`src/rtl/alu_pkg.sv`:
```
// Shared definitions for the multi-byte ALU sequencer: command codes, chaining
// predicate and sequencer state encoding.
package alu_pkg;

    typedef logic [3:0] alu_cmd_t;

    localparam alu_cmd_t ALU_AND   = 4'd0;
    localparam alu_cmd_t ALU_XOR   = 4'd1;
    localparam alu_cmd_t ALU_OR    = 4'd2;
    localparam alu_cmd_t ALU_LSL   = 4'd3;
    localparam alu_cmd_t ALU_LSR   = 4'd4;
    localparam alu_cmd_t ALU_ADD   = 4'd5;
    localparam alu_cmd_t ALU_SUB   = 4'd6;
    localparam alu_cmd_t ALU_PASSA = 4'd7;

    typedef enum logic [1:0] {
        IDLE = 2'd0,
        RUN  = 2'd1,
        DONE = 2'd2
    } seq_state_t;

    // Commands whose shift/carry bit ripples from one byte slice to the next
    function automatic logic is_chain(alu_cmd_t c);
        return (c == ALU_LSL) || (c == ALU_LSR) || (c == ALU_ADD) || (c == ALU_SUB);
    endfunction

    function automatic logic is_legal(alu_cmd_t c);
        return ~c[3];
    endfunction

endpackage

```
`src/rtl/alu_seq_if.sv`:
```
// Byte-wide link between the sequencer (master) and the shared 8-bit ALU (slave).
interface alu_seq_if;

    alu_pkg::alu_cmd_t alu_cmd;
    logic [7:0]        alu_in_a;
    logic [7:0]        alu_in_b;
    logic              alu_cin;
    logic [7:0]        alu_rslt;
    logic              alu_cout;

    modport master (
        output alu_cmd, alu_in_a, alu_in_b, alu_cin,
        input  alu_rslt, alu_cout
    );

    modport slave (
        input  alu_cmd, alu_in_a, alu_in_b, alu_cin,
        output alu_rslt, alu_cout
    );

endinterface

```
`src/rtl/alu_seq.sv`:
```
// Feeds one NBYTES-wide operation through the shared 8-bit ALU a byte per cycle,
// chaining the shift/carry bit and assembling the wide result.
module alu_seq
    import alu_pkg::*;
#(
    parameter  int unsigned NBYTES = 4,
    localparam int unsigned W      = 8 * NBYTES,
    localparam int unsigned IW     = $clog2(NBYTES)
) (
    input  logic         clk,
    input  logic         rst_n,
    input  logic         start,
    input  alu_cmd_t     cmd,
    input  logic [W-1:0] op_a,
    input  logic [W-1:0] op_b,
    input  logic         carry_in,
    output logic         busy,
    output logic         done,
    output logic         err,
    output logic [W-1:0] result,
    output logic         carry_out,
    alu_seq_if.master    alu
);

    seq_state_t    state_q, state_d;
    logic [IW-1:0] idx_q, idx_d;
    logic [IW-1:0] cnt_q, cnt_d;
    alu_cmd_t      cmd_q, cmd_d;
    logic [W-1:0]  a_q, a_d;
    logic [W-1:0]  b_q, b_d;
    logic          busy_q, busy_d;
    logic          done_q, done_d;
    logic          err_q, err_d;
    logic [W-1:0]  result_q, result_d;
    logic          carry_out_q, carry_out_d;
    alu_cmd_t      alu_cmd_q, alu_cmd_d;
    logic [7:0]    alu_a_q, alu_a_d;
    logic [7:0]    alu_b_q, alu_b_d;
    logic          alu_cin_q, alu_cin_d;

    function automatic logic [7:0] byte_of(logic [W-1:0] v, logic [IW-1:0] i);
        return v[8*i +: 8];
    endfunction

    always_ff @(posedge clk or negedge rst_n) begin
        if (!rst_n) begin
            state_q     <= IDLE;
            idx_q       <= '0;
            cnt_q       <= '0;
            cmd_q       <= '0;
            a_q         <= '0;
            b_q         <= '0;
            busy_q      <= 1'b0;
            done_q      <= 1'b0;
            err_q       <= 1'b0;
            result_q    <= '0;
            carry_out_q <= 1'b0;
            alu_cmd_q   <= '0;
            alu_a_q     <= '0;
            alu_b_q     <= '0;
            alu_cin_q   <= 1'b0;
        end else begin
            state_q     <= state_d;
            idx_q       <= idx_d;
            cnt_q       <= cnt_d;
            cmd_q       <= cmd_d;
            a_q         <= a_d;
            b_q         <= b_d;
            busy_q      <= busy_d;
            done_q      <= done_d;
            err_q       <= err_d;
            result_q    <= result_d;
            carry_out_q <= carry_out_d;
            alu_cmd_q   <= alu_cmd_d;
            alu_a_q     <= alu_a_d;
            alu_b_q     <= alu_b_d;
            alu_cin_q   <= alu_cin_d;
        end
    end

    // ALU drive registers are loaded one edge ahead of the byte they present
    always_comb begin
        state_d     = state_q;
        idx_d       = idx_q;
        cnt_d       = cnt_q;
        cmd_d       = cmd_q;
        a_d         = a_q;
        b_d         = b_q;
        busy_d      = busy_q;
        done_d      = 1'b0;
        err_d       = err_q;
        result_d    = result_q;
        carry_out_d = carry_out_q;
        alu_cmd_d   = '0;
        alu_a_d     = '0;
        alu_b_d     = '0;
        alu_cin_d   = 1'b0;

        unique case (state_q)
            IDLE: begin
                if (start) begin
                    cmd_d  = cmd;
                    a_d    = op_a;
                    b_d    = op_b;
                    err_d  = 1'b0;
                    busy_d = 1'b1;
                    cnt_d  = '0;
                    if (is_legal(cmd)) begin
                        state_d   = RUN;
                        idx_d     = (cmd == ALU_LSR) ? IW'(NBYTES - 1) : '0;
                        alu_cmd_d = cmd;
                        alu_a_d   = byte_of(op_a, idx_d);
                        alu_b_d   = byte_of(op_b, idx_d);
                        alu_cin_d = is_chain(cmd) & carry_in;
                    end else begin
                        state_d     = DONE;
                        done_d      = 1'b1;
                        err_d       = 1'b1;
                        result_d    = '0;
                        carry_out_d = 1'b0;
                    end
                end
            end
            RUN: begin
                for (int unsigned k = 0; k < NBYTES; k++) begin
                    if (idx_q == IW'(k)) result_d[8*k +: 8] = alu.alu_rslt;
                end
                cnt_d = cnt_q + 1'b1;
                if (cnt_q == IW'(NBYTES - 1)) begin
                    state_d     = DONE;
                    done_d      = 1'b1;
                    carry_out_d = is_chain(cmd_q) & alu.alu_cout;
                end else begin
                    idx_d     = (cmd_q == ALU_LSR) ? idx_q - 1'b1 : idx_q + 1'b1;
                    alu_cmd_d = cmd_q;
                    alu_a_d   = byte_of(a_q, idx_d);
                    alu_b_d   = byte_of(b_q, idx_d);
                    alu_cin_d = is_chain(cmd_q) & alu.alu_cout;
                end
            end
            DONE: begin
                state_d = IDLE;
                busy_d  = 1'b0;
            end
            default: state_d = IDLE;
        endcase
    end

    assign busy         = busy_q;
    assign done         = done_q;
    assign err          = err_q;
    assign result       = result_q;
    assign carry_out    = carry_out_q;
    assign alu.alu_cmd  = alu_cmd_q;
    assign alu.alu_in_a = alu_a_q;
    assign alu.alu_in_b = alu_b_q;
    assign alu.alu_cin  = alu_cin_q;

endmodule
```
`src/flat_wrapper.sv`:
```
// flat-port wrapper written by rule: the top's interface ports become plain ports
module alu_seq_flat import alu_pkg::*;
#(
    parameter  int unsigned NBYTES = 4,
    localparam int unsigned W      = 8 * NBYTES,
    localparam int unsigned IW     = $clog2(NBYTES)
)
  (clk, rst_n, start, cmd, op_a, op_b, carry_in, busy, done, err, result, carry_out, alu_alu_cmd, alu_alu_in_a, alu_alu_in_b, alu_alu_cin, alu_alu_rslt, alu_alu_cout);
  alu_seq_if alu_i ();
  input  logic clk;
  input  logic rst_n;
  input  logic start;
  input  alu_cmd_t cmd;
  input  logic [W-1:0] op_a;
  input  logic [W-1:0] op_b;
  input  logic carry_in;
  output logic busy;
  output logic done;
  output logic err;
  output logic [W-1:0] result;
  output logic carry_out;
  output wire logic [$bits(alu_i.alu_cmd)-1:0] alu_alu_cmd;
  output wire logic [$bits(alu_i.alu_in_a)-1:0] alu_alu_in_a;
  output wire logic [$bits(alu_i.alu_in_b)-1:0] alu_alu_in_b;
  output wire logic [$bits(alu_i.alu_cin)-1:0] alu_alu_cin;
  input wire logic [$bits(alu_i.alu_rslt)-1:0] alu_alu_rslt;
  input wire logic [$bits(alu_i.alu_cout)-1:0] alu_alu_cout;
  assign alu_alu_cmd = alu_i.alu_cmd;
  assign alu_alu_in_a = alu_i.alu_in_a;
  assign alu_alu_in_b = alu_i.alu_in_b;
  assign alu_alu_cin = alu_i.alu_cin;
  assign alu_i.alu_rslt = alu_alu_rslt;
  assign alu_i.alu_cout = alu_alu_cout;
  alu_seq #(.NBYTES(NBYTES)) u_core (.clk(clk), .rst_n(rst_n), .start(start), .cmd(cmd), .op_a(op_a), .op_b(op_b), .carry_in(carry_in), .busy(busy), .done(done), .err(err), .result(result), .carry_out(carry_out), .alu(alu_i));
endmodule
```
`config.mk`:
```
export PLATFORM = sky130hd
export DESIGN_NAME = alu_seq_flat
export DESIGN_NICKNAME = d
export VERILOG_FILES = /design/src/rtl/alu_pkg.sv /design/src/rtl/alu_seq_if.sv /design/src/rtl/alu_seq.sv /design/src/flat_wrapper.sv
export SDC_FILE = /design/constraint.sdc
export NUM_CORES = 1
export LEC_CHECK = 0
export BUFFER_PORTS_ARGS = -buffer_cell sky130_fd_sc_hd__buf_2
export CORE_MARGIN = 5
export CORE_UTILIZATION = 53
export DETAILED_ROUTE_END_ITERATION = 10
export PLACE_DENSITY = 0.79
export REMOVE_ABC_BUFFERS = 1
export SYNTH_ARGS = -nofsm -noshare
export SYNTH_HDL_FRONTEND = slang
export SYNTH_SLANG_ARGS = --single-unit
```
`constraint.sdc`:
```
create_clock -name clk -period 2.7 [get_ports clk]
set_input_delay 0.135 -clock clk [delete_from_list [all_inputs] [get_ports clk]]
set_output_delay 0.135 -clock clk [all_outputs]
set_load 0.1 [all_outputs]
```
## Word level (Yosys, flattened, before mapping)

Index checks and enable logic that the tools add are counted.
W data, S select, Z words.

- Add/sub/neg operators: 3
- Equal/unequal tests: 23
- Shift-type cells: 4
- Mux-type cells: 45
- Bitwise operators: 2
- Reduce and logical (&&, ||, !) cells: 20

Operators by type and width:

| kind | number |
|---|---|
| $shiftx A32 B6 Y8 | 4 |
| $mux W8 | 10 |
| $mux W32 | 2 |
| $pmux W32 S2 | 1 |
| $pmux W8 S2 | 2 |
| $eq A4 B3 Y1 const B | 6 |
| $reduce_and A4 Y1 | 6 |
| $mux W2 | 9 |
| $pmux W2 S2 | 3 |
| $mux W1 | 10 |
| $ne A2 B1 Y1 const B | 5 |
| $eq A2 B2 Y1 const B | 4 |
| $eq A4 B2 Y1 const B | 2 |
| $mux W4 | 2 |
| $ne A2 B2 Y1 const B | 4 |
| $pmux W1 S2 | 4 |
| $pmux W4 S2 | 1 |
| $reduce_and A2 Y1 | 4 |
| $logic_or A1 B1 Y1 | 6 |
| $add A2 B1 Y2 const B | 2 |
| $eq A2 B1 Y1 const B | 2 |
| $logic_not A2 Y1 | 2 |
| $reduce_bool A2 Y1 | 2 |
| $mux W3 | 1 |
| other kinds (2) | 3 |

- Bits in registers: 131
- Word-level logic and storage cells: 115

## Longest topological paths before layout

- Depth in word-level cells: 8
- Gate-level depth with buffers: 9
- Mapped depth without buffers: 6

## Worst setup path before layout

Ideal clock, no wire load.

- Path kind: reg2reg
- Start point: reg u_core.err (netlist name)
- End point: reg u_core.alu_a_q[0], in the netlist u_core.alu.alu_in_a[0]
- Data arrival time: 2.035 ns
- Data required time: 2.570 ns
- Setup slack: 0.535 ns
- Cell stages (with the launch flop): 6
- Path buffers: 1
- Clock period less this slack: 2.165 ns
- Path through: dfrtp_1 nor4b_4 xor2_2 buf_6 mux4_1 o2bb2ai_1

RTL lines:

| element | line | source |
|---|---|---|
| to (signal assigned) | alu_seq.sv:75 | `alu_a_q <= alu_a_d;` |
| to (decl) | alu_seq.sv:37 | `logic [7:0] alu_a_q, alu_a_d;` |

## Final worst setup path

- Start point: reg u_core.state_q[0]
- End point: reg u_core.alu_b_q[7], in the netlist u_core.alu.alu_in_b[7]

- Cells in the longest elaborated chain, start to end: 2
- Elaborated cells between the ends (all ways): 3

Ends and longest elaborated chain:

| element | line | source |
|---|---|---|
| from (decl) | alu_seq.sv:25 | `seq_state_t state_q, state_d;` |
| from (signal assigned) | alu_seq.sv:63 | `state_q <= state_d;` |
| $eq A2 B1 Y1 / $logic_not A2 Y1 (equally long branches) | alu_seq.sv:99 | `unique case (state_q)` |
| $pmux W8 S2 (*) | alu_seq.sv:99 |  |
| via u_core.alu_b_d[7] | alu_seq.sv:38 | `logic [7:0] alu_b_q, alu_b_d;` |
| to (signal assigned) | alu_seq.sv:76 | `alu_b_q <= alu_b_d;` |
| to (decl) | alu_seq.sv:38 |  |

The timed path passes the listed nets; every way through them passes the cells marked *.
A chain may end at the register's enable or synchronous reset.

==> flow_summary.ini <==
[grt]
gr-total-overflow = 0
antenna_found_initial = 0
grt-busiest-layer = met2
use_met2_pct = 40.4
gr-usage-met1_pct = 28.1
grt_first_pass_wirelength_mm = 23.0
grt_max_degree = 65
first_global_vias = 4551
grt_use_met3_pct = 6.04
track_usage_pct = 23.2

[floorplan]
die_y_um = 113
die_w_um = 113
die_area_mm2 = 0.0127
start_util_pct = 54.3
num_rows = 37
io_pins = 138
core_mm2 = 0.0103

[finish]
multi_input_area_mm2 = 0.00220
n_fill_cell = 654
fin_nets = 704
diodes = 0
drive_above_1_share_pct = 39.8
area.growth.synth_to_final_pct = 39.4
seqCellArea_mm2 = 0.00325

[sta]
fmax_mhz = 513
max_slew.worst_pin.slew_ps = 803
hold_viol_final = 0
hold_slack_ps = 34.1
fin_setup_tns_ps = 0
slew_viol_final = 0
finClkSkew_ps = 5.57
rsz0062_at_grt = false
finalCritPeriodShare_pct = 72.3
period_needed_ps = 1950
setup_slack_ps = 749
slew_headroom_pct = 46.5
setup_viol = 0

[min_path]
hold_class = in -> reg
hold_depth = 3

[power_and_ir_drop]
p_per_area_mw_per_mm2 = 1410
p_leak_nw = 3.63
vdd_drop_max_mv = 1.05
p_total_w = 0.0109

[routing]
drt_iter0_markers = 273
first_pass_iters = 4
route.detailed.drc = 0
drtAntennaViolNets = 0
via_per_inst = 5.37
wire_per_inst_um = 18.1
wl_mm = 13.9
vias = 4122

[critical_path]
crit_family = flip-flops
r2r_cells = 4
crit_type = reg -> reg
critical_path_required_ps = 3120
path_buf_inv = 1
crit_fanout = 20
cp-end-kind = register
slowest_delay_ps = 770
path_depth = 4
crit_chain = nand2b_1, nor2_2, buf_4, o2bb2ai_1
arrival_ps = 2370
cp-start-kind = register
critPathSlowestCell = dfrtp_1

[place]
hpwl_mm = 8.46
portBuffers = 137
preCtsSetupSlack_ps = 789
place.gp.congestion = 0.803

[synth]
synth.yosys.seq_area_share_pct = 58.3
synth_flop_cell = dfrtp_1
synth-edff-count = 0
syn_area_per_cell_um2 = 14.0
yosysWarnings = 0
syn_area_mm2 = 0.00558
async_flop_share_pct = 100
ys_types = 35
syn_inst = 399
ys_ff_latch = 130

[clocking]
root_buffer = clkbuf_8
clkSinkCount = 130
numCtsBuffers = 17
path_clk_slew_ps = 60
cts_tree = done
clockBufferDepth = 2
cts-htree-levels = 4
clk_latency_ps = 520
cts_resized = 0

[outcome]
status = complete, no violations

[flow_run]
cap_violations = 0
cell usage in the layout (no fill, tap or decap), types with 5 or more instances in the layout:
cell type and instances:
o2bb2ai_1 16, buf_2 136, ha_1 5, a21oi_1 5, buf_4 7, mux2_2 67
dfrtp_1 130, clkinv_2 5, mux4_1 16, o21ai_0 34, clkbuf_16 16, mux2i_1 16
dlygate4sd3_1 78, nand2_1 50
routing by layer:
| layer | vias up | part of all wire [%] |
|---|---|---|
| met5 | - | 0 |
| met4 | 0 | 1.8 |
| met3 | 27 | 6.5 |
| met2 | 157 | 51 |
| met1 | 2045 | 40 |
| li1 | 1893 | - |
per-stage QoR:
step | instances | util [%] | area [um^2]
CTS | 767 | 75.7 | 7780
finish | 767 | 75.7 | 7780
detailed placement | 657 | 62.4 | 6420
global route | 767 | 75.7 | 7780
global placement | 657 | 62.4 | 6420
floorplan | 376 | - | 5460
registers in the layout, indices dropped and copies added (netlist names), 2 cells and up:
| signal | cells |
|---|---|
| u_core.a_q | 32 |
| u_core.b_q | 32 |
| u_core.result | 32 |
| u_core.alu.alu_in_a | 8 |
| u_core.alu.alu_in_b | 8 |
| u_core.alu.alu_cmd | 4 |
| u_core.cmd_q | 3 |
| u_core.cnt_q | 2 |
| u_core.idx_q | 2 |
| u_core.state_q | 2 |
synth_stat cells (all sizes together) (5+ instances only):
| master | number | area (um^2) |
|---|---|---|
| a21oi | 6 | 33.8 |
| buf | 14 | 87.6 |
| clkbuf | 9 | 33.8 |
| dfrtp | 130 | 3250 |
| ha | 5 | 62.6 |
| mux2 | 67 | 754 |
| mux2i | 16 | 160 |
| mux4 | 16 | 420 |
| nand2 | 50 | 188 |
| nor2 | 5 | 18.8 |
| o21ai | 34 | 170 |
| o2bb2ai | 16 | 140 |
power by group:
group | leakage, nW | internal [W] | switching, W | total (W)
Sequential | 1.60 | 0.00284 | 0.000517 | 0.00335
Combinational | 1.74 | 0.00166 | 0.00367 | 0.00534
Clock | 0.284 | 0.00140 | 0.000850 | 0.00225
cells by family after synthesis:
family	synth area share, %
AO/OA/AOI/OAI	7.96
XOR/XNOR	0.606
adder cells (fa/ha/maj)	1.12
buffers and inverters	2.44
flip-flops	58.3
multiplexers	23.9
AND/OR/NAND/NOR	5.63
path summary, 6_finish.rpt:
path                       slack, ps                               end                     startpoint
max                              750  u_core.alu.alu_in_b[7]$_DFF_PN0_  u_core.state_q[0]$_DFFE_PN0P_
min                               30     u_core.state_q[0]$_DFFE_PN0P_                         cmd[3]
max reg2reg                      750  u_core.alu.alu_in_b[7]$_DFF_PN0_  u_core.state_q[0]$_DFFE_PN0P_
min reg2reg                      470     u_core.result[11]$_DFFE_PN0P_  u_core.result[11]$_DFFE_PN0P_
max in group asynchronous       1780      u_core.carry_out$_DFFE_PN0P_                          rst_n
min in group asynchronous        120           u_core.busy$_DFFE_PN0P_                          rst_n
repair_timing:
item,4_1_cts,5_1_grt
buffers inserted,0,0
endpoints found under the setup margin,0,0
hold buffers,78,0
hold endpoints to repair,156,0
worst register-to-register path: stages (launching register included):
cell	delay, ps
dfrtp_1	770
nand2b_1	200
nor2_2	420
buf_4	300
o2bb2ai_1	160
area by class of cell:
type / instances / area share [%]
multi-input combinational: 242 / 28.3
tap: 136 / 2.19
timing repair buffer: 223 / 20.0
sequential: 130 / 41.8
clock inverter: 14 / 2.12
clock buffer: 18 / 5.37
inverter: 4 / 0.193
Note: power is estimated with default switching activity, not from simulation.
